**config.mk**
```make
export PLATFORM = sky130hd
export DESIGN_NAME = fifo_wr_ptr_full
export DESIGN_NICKNAME = d
export VERILOG_FILES = /design/src/rtl/fifo_wr_ptr_full.sv
export SDC_FILE = /design/constraint.sdc
export NUM_CORES = 1
export LEC_CHECK = 0
export ABC_AREA = 1
export ABC_CLOCK_PERIOD_IN_PS = 1500
export CORE_MARGIN = 2
export CORE_UTILIZATION = 37
export CTS_CLUSTER_DIAMETER = 50
export DETAILED_ROUTE_END_ITERATION = 10
export PLACE_DENSITY = 0.71
export SLEW_MARGIN = 20
export SYNTH_ARGS = -nofsm -noshare
export SYNTH_HDL_FRONTEND = slang
export SYNTH_SLANG_ARGS = --single-unit
export TNS_END_PERCENT = 50
```
**constraint.sdc**
```tcl
create_clock -name clk -period 1.5 [get_ports clk]
set_input_delay 0.3 -clock clk [delete_from_list [all_inputs] [get_ports clk]]
set_output_delay 0.3 -clock clk [all_outputs]
set_load 0.02 [all_outputs]
```
**src/rtl/fifo_wr_ptr_full.sv**
```systemverilog
`default_nettype none
// ============================================================================
// Module      : fifo_wr_ptr_full
// Description : Write-side pointer and flag stage of a dual-clock FIFO. It
//               keeps the binary write pointer, drives the RAM write address,
//               publishes a registered Gray write pointer for the read-domain
//               synchronizer and produces the full / wr_ack / overflow flags
//               from the Gray read pointer already synchronized to clk.
//               Optional feature macro FIFO_ALMOST_FULL_EN adds a registered
//               almost_full output driven by a free-slot comparison.
// Revision    : 1.0 - initial release
// ============================================================================
module fifo_wr_ptr_full #(
    parameter int ADDR_RANGE    = 3,
    parameter int ALMOST_MARGIN = 2
) (
    input  logic                  clk,
    input  logic                  rst_n,
    input  logic                  wr_en,
    input  logic [ADDR_RANGE:0]   rd_ptr_sync,
    output logic [ADDR_RANGE-1:0] wr_addr,
    output logic [ADDR_RANGE:0]   wr_ptr_gray,
    output logic                  wr_ram_en,
    output logic                  full,
    output logic                  wr_ack,
    output logic                  overflow
`ifdef FIFO_ALMOST_FULL_EN
    ,
    output logic                  almost_full
`endif
);

    // Pointers carry one extra wrap bit above the RAM address.
    localparam int C_PW = ADDR_RANGE + 1;

    // Reject illegal configurations at elaboration time.
    generate
        if (ADDR_RANGE < 2 || ALMOST_MARGIN < 0) begin : g_param_check
            $error("fifo_wr_ptr_full: ADDR_RANGE must be >= 2 and ALMOST_MARGIN >= 0");
        end
    endgenerate

    logic [C_PW-1:0] r_wr_bin;
    logic [C_PW-1:0] r_wr_gray;
    logic            r_full;
    logic            r_wr_ack;
    logic            r_overflow;

    logic            w_accept;
    logic [C_PW-1:0] w_wr_bin_nxt;
    logic [C_PW-1:0] w_wr_gray_nxt;
    logic [C_PW-1:0] w_full_match;

    // A write is taken only when the FIFO is not (pessimistically) full.
    assign w_accept      = wr_en & ~r_full;
    assign w_wr_bin_nxt  = r_wr_bin + {{ADDR_RANGE{1'b0}}, w_accept};
    assign w_wr_gray_nxt = w_wr_bin_nxt ^ (w_wr_bin_nxt >> 1);

    // In Gray code, "one full lap ahead" means the top two bits are inverted
    // and the rest are equal.
    assign w_full_match  = {~rd_ptr_sync[ADDR_RANGE:ADDR_RANGE-1],
                            rd_ptr_sync[ADDR_RANGE-2:0]};

    assign wr_ram_en   = w_accept;
    assign wr_addr     = r_wr_bin[ADDR_RANGE-1:0];
    assign wr_ptr_gray = r_wr_gray;
    assign full        = r_full;
    assign wr_ack      = r_wr_ack;
    assign overflow    = r_overflow;

    // Pointer and flag registers; full is re-evaluated every cycle so a read
    // pointer advance clears it even when no write is requested.
    always_ff @(posedge clk or negedge rst_n) begin
        if (!rst_n) begin
            r_wr_bin   <= '0;
            r_wr_gray  <= '0;
            r_full     <= 1'b0;
            r_wr_ack   <= 1'b0;
            r_overflow <= 1'b0;
        end else begin
            r_wr_bin   <= w_wr_bin_nxt;
            r_wr_gray  <= w_wr_gray_nxt;
            r_full     <= (w_wr_gray_nxt == w_full_match);
            r_wr_ack   <= w_accept;
            r_overflow <= wr_en & r_full;
        end
    end

`ifdef FIFO_ALMOST_FULL_EN
    localparam logic [31:0] C_DEPTH  = 32'(1) << ADDR_RANGE;
    localparam logic [31:0] C_MARGIN = 32'(ALMOST_MARGIN);

    logic [C_PW-1:0] w_rd_bin;
    logic [C_PW-1:0] w_used;
    logic [31:0]     w_used_ext;
    logic            w_almost_nxt;
    logic            r_almost_full;

    // Gray to binary: each binary bit is the XOR of all Gray bits at or above it.
    always_comb begin
        w_rd_bin = '0;
        for (int i = 0; i < C_PW; i++) begin
            w_rd_bin[i] = ^(rd_ptr_sync >> i);
        end
    end

    // Occupancy after this cycle's write, modulo the pointer range.
    assign w_used       = w_wr_bin_nxt - w_rd_bin;
    assign w_used_ext   = {{(32 - C_PW){1'b0}}, w_used};
    // free = depth - used <= margin, rearranged to avoid an underflow.
    assign w_almost_nxt = ((w_used_ext + C_MARGIN) >= C_DEPTH) |
                          (w_wr_gray_nxt == w_full_match);

    // Registered almost_full, aligned with full.
    always_ff @(posedge clk or negedge rst_n) begin
        if (!rst_n) begin
            r_almost_full <= 1'b0;
        end else begin
            r_almost_full <= w_almost_nxt;
        end
    end

    assign almost_full = r_almost_full;
`endif

endmodule
`default_nettype wire

```
## Word-level counts from Yosys, hierarchy flattened

Cells that the tools add are included.

- Register bits: 11
- Input bits: 7
- Output and inout port bits: 11

- Add/sub/neg operators: 1
- Equality and inequality tests: 1
- Bitwise gates (word level): 5

Operators by type and width:

| operator | count |
|---|---|
| 4-bit by 1-bit adder with 4-bit output | 1 |
| 4-bit equality test | 1 |
| 4-bit by 3-bit XOR with 4-bit output | 1 |
| 1-bit bitwise AND | 2 |
| 2-bit inverter | 1 |
| 1-bit inverter | 1 |

## Longest topological paths before layout

Gate-level depths: netlist of run 1.

- Depth in word-level cells: 5
- Mapped depth: 12
- Gate-level depth less buffers: 12

## Least setup slack after synthesis of run 1

No wires, ideal clock.

- Path type: register -> register
- Start: reg r_full, in the netlist full
- End: reg r_full, in the netlist full
- Setup time: 114 ps
- Arrival: 1849 ps
- Path slack: -463 ps
- Cell stages (with the launch flop): 10
- Buffers on the path: 0
- Period minus slack after synthesis: 1963 ps
- Cell sequence: dfrtp_1 nor2_1 ha_1 ha_1 xor2_2 inv_1 nand2_1 nand2_1 nand3_1 nor2_1

- Word-level cells in the longest chain between the ends: 5

Ends and longest elaborated chain:

| element | line | source |
|---|---|---|
| start, declared | 45 | `logic r_full;` |
| start signal, assigned | 83 | `r_full <= (w_wr_gray_nxt == w_full_match);` |
| 1-bit inverter | 55 | `assign w_accept = wr_en & ~r_full;` |
| 1-bit bitwise AND | 55 |  |
| net wr_ram_en | 23 | `output logic wr_ram_en,` |
| 4-bit by 1-bit adder with 4-bit output | 56 | `assign w_wr_bin_nxt = r_wr_bin + {{ADDR_RANGE{1'b0}}, w_accept};` |
| net w_wr_bin_nxt[1] | 50 | `logic [C_PW-1:0] w_wr_bin_nxt;` |
| 4-bit by 3-bit XOR with 4-bit output | 57 | `assign w_wr_gray_nxt = w_wr_bin_nxt ^ (w_wr_bin_nxt >> 1);` |
| net w_wr_gray_nxt[0] | 51 | `logic [C_PW-1:0] w_wr_gray_nxt;` |
| 4-bit equality test | 83 |  |

The timed path passes the listed nets, and every way through them passes these cells.

## Final worst setup path of run 1

- Start: reg r_full, in the netlist full
- End: reg r_full, in the netlist full

- Word-level cells in the longest chain between the ends: 5

Ends and longest elaborated chain:

| element | line |
|---|---|
| 1-bit inverter | 55 |
| 1-bit bitwise AND | 55 |
| 4-bit by 1-bit adder with 4-bit output | 56 |
| net w_wr_bin_nxt[1] | 50 |
| 4-bit by 3-bit XOR with 4-bit output | 57 |
| 4-bit equality test | 83 |

The timed path passes the listed nets, and every way through them passes these cells.

==> impl_metrics.json, run 1 <==
{
  "status": "finished clean",
  "drv_cap": 0,
  "cts_sinks": 10,
  "relSlewSlack_pct": 70.7,
  "synth_edf_count": 0,
  "end_kind": "register",
  "synthCells": 60,
  "synthArstFlopShare_pct": 100,
  "hp-class": "primary input to async pin",
  "pwr-share-clk_pct": 11.9,
  "synth_top_family_by_area": "simple AND/OR/NAND/NOR gates",
  "setup.worst_path.class": "register to register",
  "grt_pass1_vias": 421,
  "drcViolationCount": 0,
  "grt_first_pass_wirelength_um": 1730,
  "cp_slowest_cell": "dfrtp_2",
  "yosysTopAreaCell": "dfrtp_1",
  "crit_buf_inv": 1,
  "ys.flop_type": "dfrtp_1",
  "drtIter0Drc": 9,
  "p_int_mw": 1.11,
  "cts-root-buf": "clkbuf_4",
  "hold_viol": 0,
  "synth_area_leaders": "dfrtp_1 (51%), nand2_1 (15%), nand3_1 (12%)",
  "cp-start-kind": "register",
  "ys_seq_area_share_pct": 50.6,
  "crit_top_cell": "nand3_1",
  "drtAntennaViolNets": 0,
  "antenna_found_initial": 0,
  "critPathTopFamily": "simple AND/OR/NAND/NOR gates",
  "muxShareOfSynthArea_pct": 0,
  "skew_ps": 2.88,
  "required_ps": 1660,
  "avgRoutedWirePerCell_um": 11.8,
  "n_fill_cell": 117,
  "nNetsFinal": 94,
  "vdd_ir_drop_max_mv": 1.26,
  "clk_latency_ps": 260,
  "timing.fmax_ghz": 0.675,
  "swShare_pct": 45.6,
  "synth_xor_xnor_area_share_pct": 3.29,
  "drive_above_1_share_pct": 31.0,
  "period_needed_ps": 1480,
  "synth_fa_ha_area_share_pct": 5.06,
  "num_rows": 13,
  "synthDistinctLibCells": 9,
  "avgSynthCellArea_um2": 8.24,
  "reg2reg_depth": 9,
  "seqPwrFrac_pct": 23.3,
  "rr_startpoint": "full$_DFF_PN0_",
  "design.core.area_mm2": 0.00127,
  "layout.area.seq_um2": 251,
  "fin_crit_sh_pct": 98.8,
  "critPathMaxStageDelay_ps": 430,
  "synthTopCellsByCount": "nand2_1 (20), nand3_1 (12), inv_1 (11)",
  "power_density_mw_per_mm2": 2440,
  "finalPower_mw": 2.04,
  "hpwlAfterDp_um": 863,
  "synthSimpleGateAreaFrac_pct": 32.7,
  "fp.dieH_um": 40.5,
  "power_frac_comb_pct": 64.8,
  "dieWidth_um": 40.5,
  "gp_congestion": 0.769,
  "synth_compound_area_share_pct": 0,
  "vias": 466,
  "syn_area_um2": 494,
  "setup_violations": 0,
  "multi_input_area_um2": 295,
  "drt-total-wl_um": 1170,
  "dr.pass1.iters": 4,
  "r2r_slack_ps": 20,
  "rsz0062_at_grt": "true",
  "netlist.area_leader.share_pct": 50.6,
  "ys_ff_latch": 10,
  "clk_path_buf_depth": 2,
  "post-synth-top-count-cell": "nand2_1",
  "power.switching_mw": 0.930,
  "grt_overflow": 0,
  "path_cells": "nor2_4 > ha_4 > ha_4 > inv_2 > nand3_1 > nand3_1 > nand2_2 > nand3_1 > nor2_1",
  "start_util_pct": 39.0,
  "htree_levels": 1,
  "reg2reg_to": "full$_DFF_PN0_",
  "critPathMaxFanout": 5,
  "clkTransAtPathRegs_ps": 70,
  "cts_tree": "yes",
  "syn-num-nets": 69,
  "grt_max_degree": 11,
  "critPathArrivalTime_ps": 1640,
  "grtUsageTotal_pct": 16.8,
  "ios": 18,
  "cellLeakagePower_nw": 0.460,
  "n_antenna_cell": 0,
  "floorplan.die_area_mm2": 0.00164,
  "drv_slew": 0,
  "yosysWarnings": 0,
  "io_buffers": 17,
  "via_per_inst": 4.71,
  "setup_tns_ps": 0,
  "cts_made_buffers": 3,
  "syn_to_final_growth_pct": 69.1,
  "tightest_slew_ps": 438
}
[cells by family after synthesis]
kind of cell	after synthesis
xor gates and xnor gates	1
adders and majority gates	2
and+or+nand+nor	36
buffers and inverters	11
DFF	10
[state kept, by name, summed over array words and instances (netlist names)]
signal,cells
full,1
r_wr_bin,4
wr_ack,1
wr_ptr_gray,3
overflow,1
[area by class of cell]
type                    instances  share of cell area, %
clock buffers                   4                   4.34
inverters                      11                   4.94
multi-input cells              39                   35.3
flip-flops and latches         10                   30.1
well taps                      15                   2.25
repair buffers                 20                   23.1
[cell usage in the layout (no fill, tap or decap), drive strengths merged]
cell,n
nand2,21
nand3,12
inv,11
dfrtp,10
dlygate4sd2,8
clkdlybuf4s50,5
dlymetal6s2s,4
clkbuf,4
buf,3
ha,2
nor2,2
nand4,1
xor2,1
[worst max path at each step]
stage | start | to | slack, ps | cells after the start
finish | full$_DFF_PN0_ | full$_DFF_PN0_ | 20 | 9
floorplan | full$_DFF_PN0_ | full$_DFF_PN0_ | -40 | 9
detailed placement | wr_en | full$_DFF_PN0_ | -460 | 13
global route | full$_DFF_PN0_ | full$_DFF_PN0_ | -50 | 9
CTS | full$_DFF_PN0_ | full$_DFF_PN0_ | -30 | 9
global placement | wr_en | full$_DFF_PN0_ | -400 | 13
[per-stage QoR]
step	hold WS (ps)	cell area, µm²	cells	setup slack, ps	util (%)
final	340	836	99	18.3	65.9
after global routing	378	836	99	-51.7	65.9
after CTS	364	771	99	-34.5	60.7
after detailed placement	485	739	95	-457	58.3
after global placement	481	739	95	-399	58.3
after floorplan	4.41	528	60	-40.3	-
[power by group through the flow]
stage	Clock [mW]	Sequential (mW)	Combinational [mW]
floorplan	0	0.631	0.562
global placement	0	0.476	1.13
detailed placement	0	0.483	1.16
CTS	0.248	0.473	1.13
global route	0.265	0.489	1.45
finish	0.243	0.474	1.32
[what timing repair did]
action,4_1_cts,5_1_grt
pin swaps,5,8
hold endpoints to repair,0,0
endpoints found under the setup margin,10,6
gates resized for setup,11,18
hold buffers,0,0
buffers inserted,0,0
[metal layers]
metal	routed length, µm	up-vias	track usage [%]
li1	-	239	-
met1	469	210	17.8
met2	639	15	30.2
met3	46	2	3.33
met4	14	0	10.0
met5	0	-	0
Note: power is estimated with default switching activity, not from simulation.
==> run 2: changes to the inputs <==
Settings changed: ABC_AREA 1 to unset, CORE_UTILIZATION 37 to 38, PLACE_DENSITY 0.71 to 0.72.
==> impl_metrics.json, run 2 <==
{
  "reg2reg_to": "full$_DFF_PN0_",
  "nNetsFinal": 82,
  "drcViolationCount": 0,
  "dr.pass1.iters": 4,
  "syn_to_final_growth_pct": 59.6,
  "drive_above_1_share_pct": 30.6,
  "vdd_ir_drop_max_mv": 1.52,
  "skew_ps": 0.505,
  "rr_startpoint": "full$_DFF_PN0_",
  "cts_made_buffers": 3,
  "hpwlAfterDp_um": 891,
  "grt_overflow": 0,
  "ys_seq_area_share_pct": 48.7,
  "post_dp_cell_area_um2": 790,
  "required_ps": 1700,
  "io_buffers": 17,
  "grt_max_degree": 11,
  "via_per_inst": 4.80,
  "cts-root-buf": "clkbuf_4",
  "clk_latency_ps": 260,
  "finalWorstSetupSlack_ps": -105,
  "synthTopCellsByCount": "dfrtp_1 (10), xnor2_1 (5)",
  "num_rows": 13,
  "rsz0062_at_grt": "true",
  "critPathArrivalTime_ps": 1800,
  "hold_ws_ps": 352,
  "netlist.area_leader.share_pct": 48.7,
  "yosysTopAreaCell": "dfrtp_1",
  "top_register": "r_wr_bin",
  "clk_path_buf_depth": 2,
  "final_area_um2": 821,
  "ys_ff_latch": 10,
  "drv_cap": 0,
  "avgSynthCellArea_um2": 11.4,
  "start_util_pct": 40.0,
  "timing.fmax_ghz": 0.623,
  "fin_crit_sh_pct": 107,
  "synthArstFlopShare_pct": 100,
  "drtAntennaViolNets": 0,
  "synth_edf_count": 0,
  "end_kind": "register",
  "vias": 418,
  "period_needed_ps": 1600,
  "cts_sinks": 10,
  "gp_congestion": 0.795,
  "drtIter0Drc": 2,
  "fp.dieH_um": 40.8,
  "critPathMaxFanout": 3,
  "syn_area_um2": 514,
  "hold_viol": 0,
  "r2r_slack_ps": -100,
  "synthCells": 45,
  "post-synth-top-count-cell": "dfrtp_1",
  "grt_pass1_vias": 409,
  "status": "complete, but fails checks",
  "ios": 18,
  "drv_slew": 0,
  "floorplan.die_area_mm2": 0.00166,
  "ys.flop_type": "dfrtp_1",
  "design.core.area_mm2": 0.00128,
  "layout_common_cells": "dlygate4sd2_1 (9), buf_4 (9), dfrtp_1 (8)",
  "tightest_slew_ps": 454,
  "avgRoutedWirePerCell_um": 12.3,
  "dieWidth_um": 40.8,
  "power_density_mw_per_mm2": 2530,
  "setup.worst_path.class": "register to register",
  "synthDistinctLibCells": 20,
  "clkTransAtPathRegs_ps": 60,
  "cellLeakagePower_nw": 0.382,
  "htree_levels": 1,
  "cts_tree": "yes",
  "grt_first_pass_wirelength_um": 1670,
  "yosysWarnings": 0,
  "drt-total-wl_um": 1070,
  "setup_violations": 1,
  "relSlewSlack_pct": 69.7,
  "n_antenna_cell": 0,
  "synth_area_leaders": "dfrtp_1 (49%), xnor2_1 (8.5%), xor2_1 (5.1%)",
  "reg2reg_depth": 7,
  "antenna_found_initial": 0,
  "largest_register_ffs": 4,
  "syn-num-nets": 54,
  "failed_checks": "setup timing",
  "hp-class": "primary input to async pin",
  "cp-start-kind": "register",
  "grtUsageTotal_pct": 16.6
}
run 2: worst max path at each step:
stage                              start             end  slack, ps
after floorplan           full$_DFF_PN0_  full$_DFF_PN0_       -280
after global placement             wr_en  full$_DFF_PN0_       -490
after detailed placement           wr_en  full$_DFF_PN0_       -530
after CTS                 full$_DFF_PN0_  full$_DFF_PN0_       -130
after global routing      full$_DFF_PN0_  full$_DFF_PN0_       -200
final                     full$_DFF_PN0_  full$_DFF_PN0_       -100
run 2: cells by family after synthesis:
| family | after synthesis | share of synthesized area, % |
|---|---|---|
| compound gates | 8 | 11.2 |
| flops | 10 | 48.7 |
| buf+inv | 4 | 5.84 |
| xor+xnor | 9 | 16.8 |
| simple gates | 12 | 12.7 |
| fa+ha+maj | 2 | 4.87 |
run 2: power breakdown:
part	total, mW	internal, mW	switching (mW)
Sequential	0.531	0.409	0.122
Combinational	1.31	0.697	0.613
Clock	0.238	0.147	0.0902
Total	2.08	1.25	0.825
run 2: through the flow:
| step | total power, mW | instances | setup slack (ps) | setup TNS, ps | utilization [%] |
|---|---|---|---|---|---|
| after floorplan | 1.42 | 45 | -283 | -299 | - |
| after CTS | 2.10 | 87 | -128 | -128 | 63.7 |
| after global placement | 1.88 | 83 | -493 | -2030 | 61.4 |
| final | 2.08 | 87 | -105 | -105 | 63.9 |
| after global routing | 2.23 | 87 | -199 | -208 | 63.9 |
| after detailed placement | 1.91 | 83 | -527 | -2240 | 61.4 |
run 2: per-layer routing:
metal	GRT usage [%]	part of all wire, %	up-vias
li1	-	-	207
met1	16.8	38	198
met2	29.3	58	13
met3	6.52	4.2	0
met4	7.50	0	0
met5	0	0	-
run 2: layout make-up:
class,count,area (µm²)
clock buffer,4,36.3
fill,113,464
inverter,1,3.75
multi-input combinational,31,285
sequential,10,253
tap,15,18.8
timing repair buffer,26,224
run 2: what timing repair did:
item,4_1_cts,5_1_grt
buffers inserted,0,0
pin swaps,3,1
hold buffers,0,0
setup endpoints to repair,11,3
gates resized for setup,16,1
run 2: critical path, stage by stage (launching register included):
cell and delay, ps:
dfrtp_2 430, nor2b_4 140, ha_4 160, ha_4 160, xnor2_4 70, a211o_1 260
a32oi_1 150, o2111a_1 180
==> run 3: changes to the inputs <==
Settings changed: CORE_MARGIN 2 to 8.
==> impl_metrics.json, run 3 (synthesis results as in run 2) <==
{
  "cts-root-buf": "clkbuf_4",
  "critPathArrivalTime_ps": 1850,
  "ios": 18,
  "via_per_inst": 4.72,
  "seqPwrFrac_pct": 24.3,
  "gp_congestion": 0.763,
  "crit_top_cell": "ha_4",
  "drive_above_1_share_pct": 26.8,
  "nNetsFinal": 81,
  "holdBufCountCts": 0,
  "layout_commonest_cell": "dlygate4sd2_1",
  "failed_checks": "setup timing",
  "setup_tns_ps": -148,
  "setup_violations": 1,
  "cts_sinks": 10,
  "drtAntennaViolNets": 0,
  "cp_slowest_cell": "dfrtp_2",
  "power_density_mw_per_mm2": 2530,
  "htree_levels": 1,
  "cp-start-kind": "register",
  "grtUsageTotal_pct": 9.37,
  "critPathMaxStageDelay_ps": 430,
  "finalWorstSetupSlack_ps": -148,
  "io_buffers": 17,
  "power.switching_mw": 0.814,
  "grt_max_degree": 11,
  "grt_pass1_vias": 413,
  "start_util_pct": 40.0,
  "cellLeakagePower_nw": 0.367,
  "met1_length_um": 428,
  "fin_crit_sh_pct": 110,
  "dr_wl_met2_um": 551,
  "topRoutingLayerUsed": "met4",
  "drv_cap": 0,
  "cts_tree": "yes",
  "drcViolationCount": 0,
  "pwr-share-clk_pct": 12.0,
  "clk_latency_ps": 270,
  "antenna_found_initial": 0,
  "layout_common_cells": "dlygate4sd2_1 (11), dfrtp_1 (9), buf_4 (8)",
  "tightest_slew_ps": 425,
  "wl_met3_um": 79,
  "setup.worst_path.class": "register to register",
  "drt-total-wl_um": 1110,
  "avgRoutedWirePerCell_um": 12.9,
  "n_antenna_cell": 0,
  "rsz0062_at_grt": "true",
  "dieWidth_um": 52.8,
  "floorplan.die_area_mm2": 0.00279,
  "timing.fmax_ghz": 0.607,
  "drv_slew": 0,
  "clk_path_buf_depth": 2,
  "hp-class": "primary input to async pin",
  "p_int_mw": 1.21,
  "drtIter0Drc": 5,
  "status": "complete, but fails checks",
  "grt_overflow": 0,
  "vias": 406,
  "dr.pass1.iters": 5,
  "num_rows": 13,
  "path_cells": "nor2b_4 > ha_4 > ha_4 > xnor2_4 > a211o_1 > a32oi_1 > o2111a_1",
  "critPathTopFamily": "compound AO/OA/AOI/OAI gates",
  "end_kind": "register",
  "fin_util_pct": 62.2,
  "relSlewSlack_pct": 71.6,
  "period_needed_ps": 1650,
  "critPathMaxFanout": 3,
  "cts_made_buffers": 3,
  "design.core.area_mm2": 0.00128,
  "top_register": "r_wr_bin",
  "grt_first_pass_wirelength_um": 1760,
  "largest_register_ffs": 4,
  "syn_to_final_growth_pct": 55.5,
  "required_ps": 1710,
  "crit_buf_inv": 0,
  "swShare_pct": 40.2,
  "power_frac_comb_pct": 63.7,
  "skew_ps": 0.686,
  "clkTransAtPathRegs_ps": 60,
  "hold_viol": 0,
  "vdd_ir_drop_max_mv": 1.36,
  "fp.dieH_um": 52.8
}
## run 3: power groups by stage
stage	Clock [mW]	Sequential, mW	Combinational [mW]
after floorplan	0	0.659	0.758
after global placement	0	0.501	1.36
final	0.242	0.492	1.29
after detailed placement	0	0.506	1.38
after global routing	0.266	0.512	1.39
after CTS	0.255	0.494	1.30
## run 3: final timing paths
kind	depth (start not counted)	endpoint	from	slack [ps]
worst min-delay path	1	r_wr_bin[0]$_DFF_PN0_	rst_n	330
worst max-delay path	7	full$_DFF_PN0_	full$_DFF_PN0_	-150
worst min register to register	1	overflow$_DFF_PN0_	full$_DFF_PN0_	560
min in group clk	2	overflow$_DFF_PN0_	wr_en	390
max in group asynchronous	1	full$_DFF_PN0_	rst_n	850
worst max register to register	7	full$_DFF_PN0_	full$_DFF_PN0_	-150
## run 3: cell type report
class	instances	area, µm²
flip-flops and latches	10	251
well taps	15	18.8
fillers	106	485
inverters	1	3.75
clock buffers	4	36.3
repair buffers	25	211
multi-input cells	31	278
## run 3: metal layers
metal | global-route usage (%) | vias to the layer above
met5 | 0 | -
met4 | 11.6 | 0
met3 | 3.41 | 4
met2 | 13.7 | 19
met1 | 9.06 | 181
li1 | - | 202
## run 3: worst reg2reg max path: stages, from the launching register on
cell      delay, ps
dfrtp_2         430
nor2b_4         150
ha_4            160
ha_4            160
xnor2_4          70
a211o_1         260
a32oi_1         160
o2111a_1        200
## run 3: metrics by stage
step	power (mW)	hold slack (ps)	cells	area [µm²]	worst slack, ps
2_1_floorplan	1.42	4.41	45	569	-283
3_3_place_gp	1.86	480	81	774	-511
3_5_place_dp	1.89	484	81	774	-572
4_1_cts	2.04	336	85	796	-208
5_1_grt	2.17	364	86	800	-202
6_report	2.02	330	86	800	-148
## run 3: what timing repair did
action / CTS / global route
gates resized for setup: 12 / 3
gates cloned: 0 / 0
setup buffers: 0 / 1
pin swaps: 4 / 3
endpoints found under the setup margin: 13 / 3
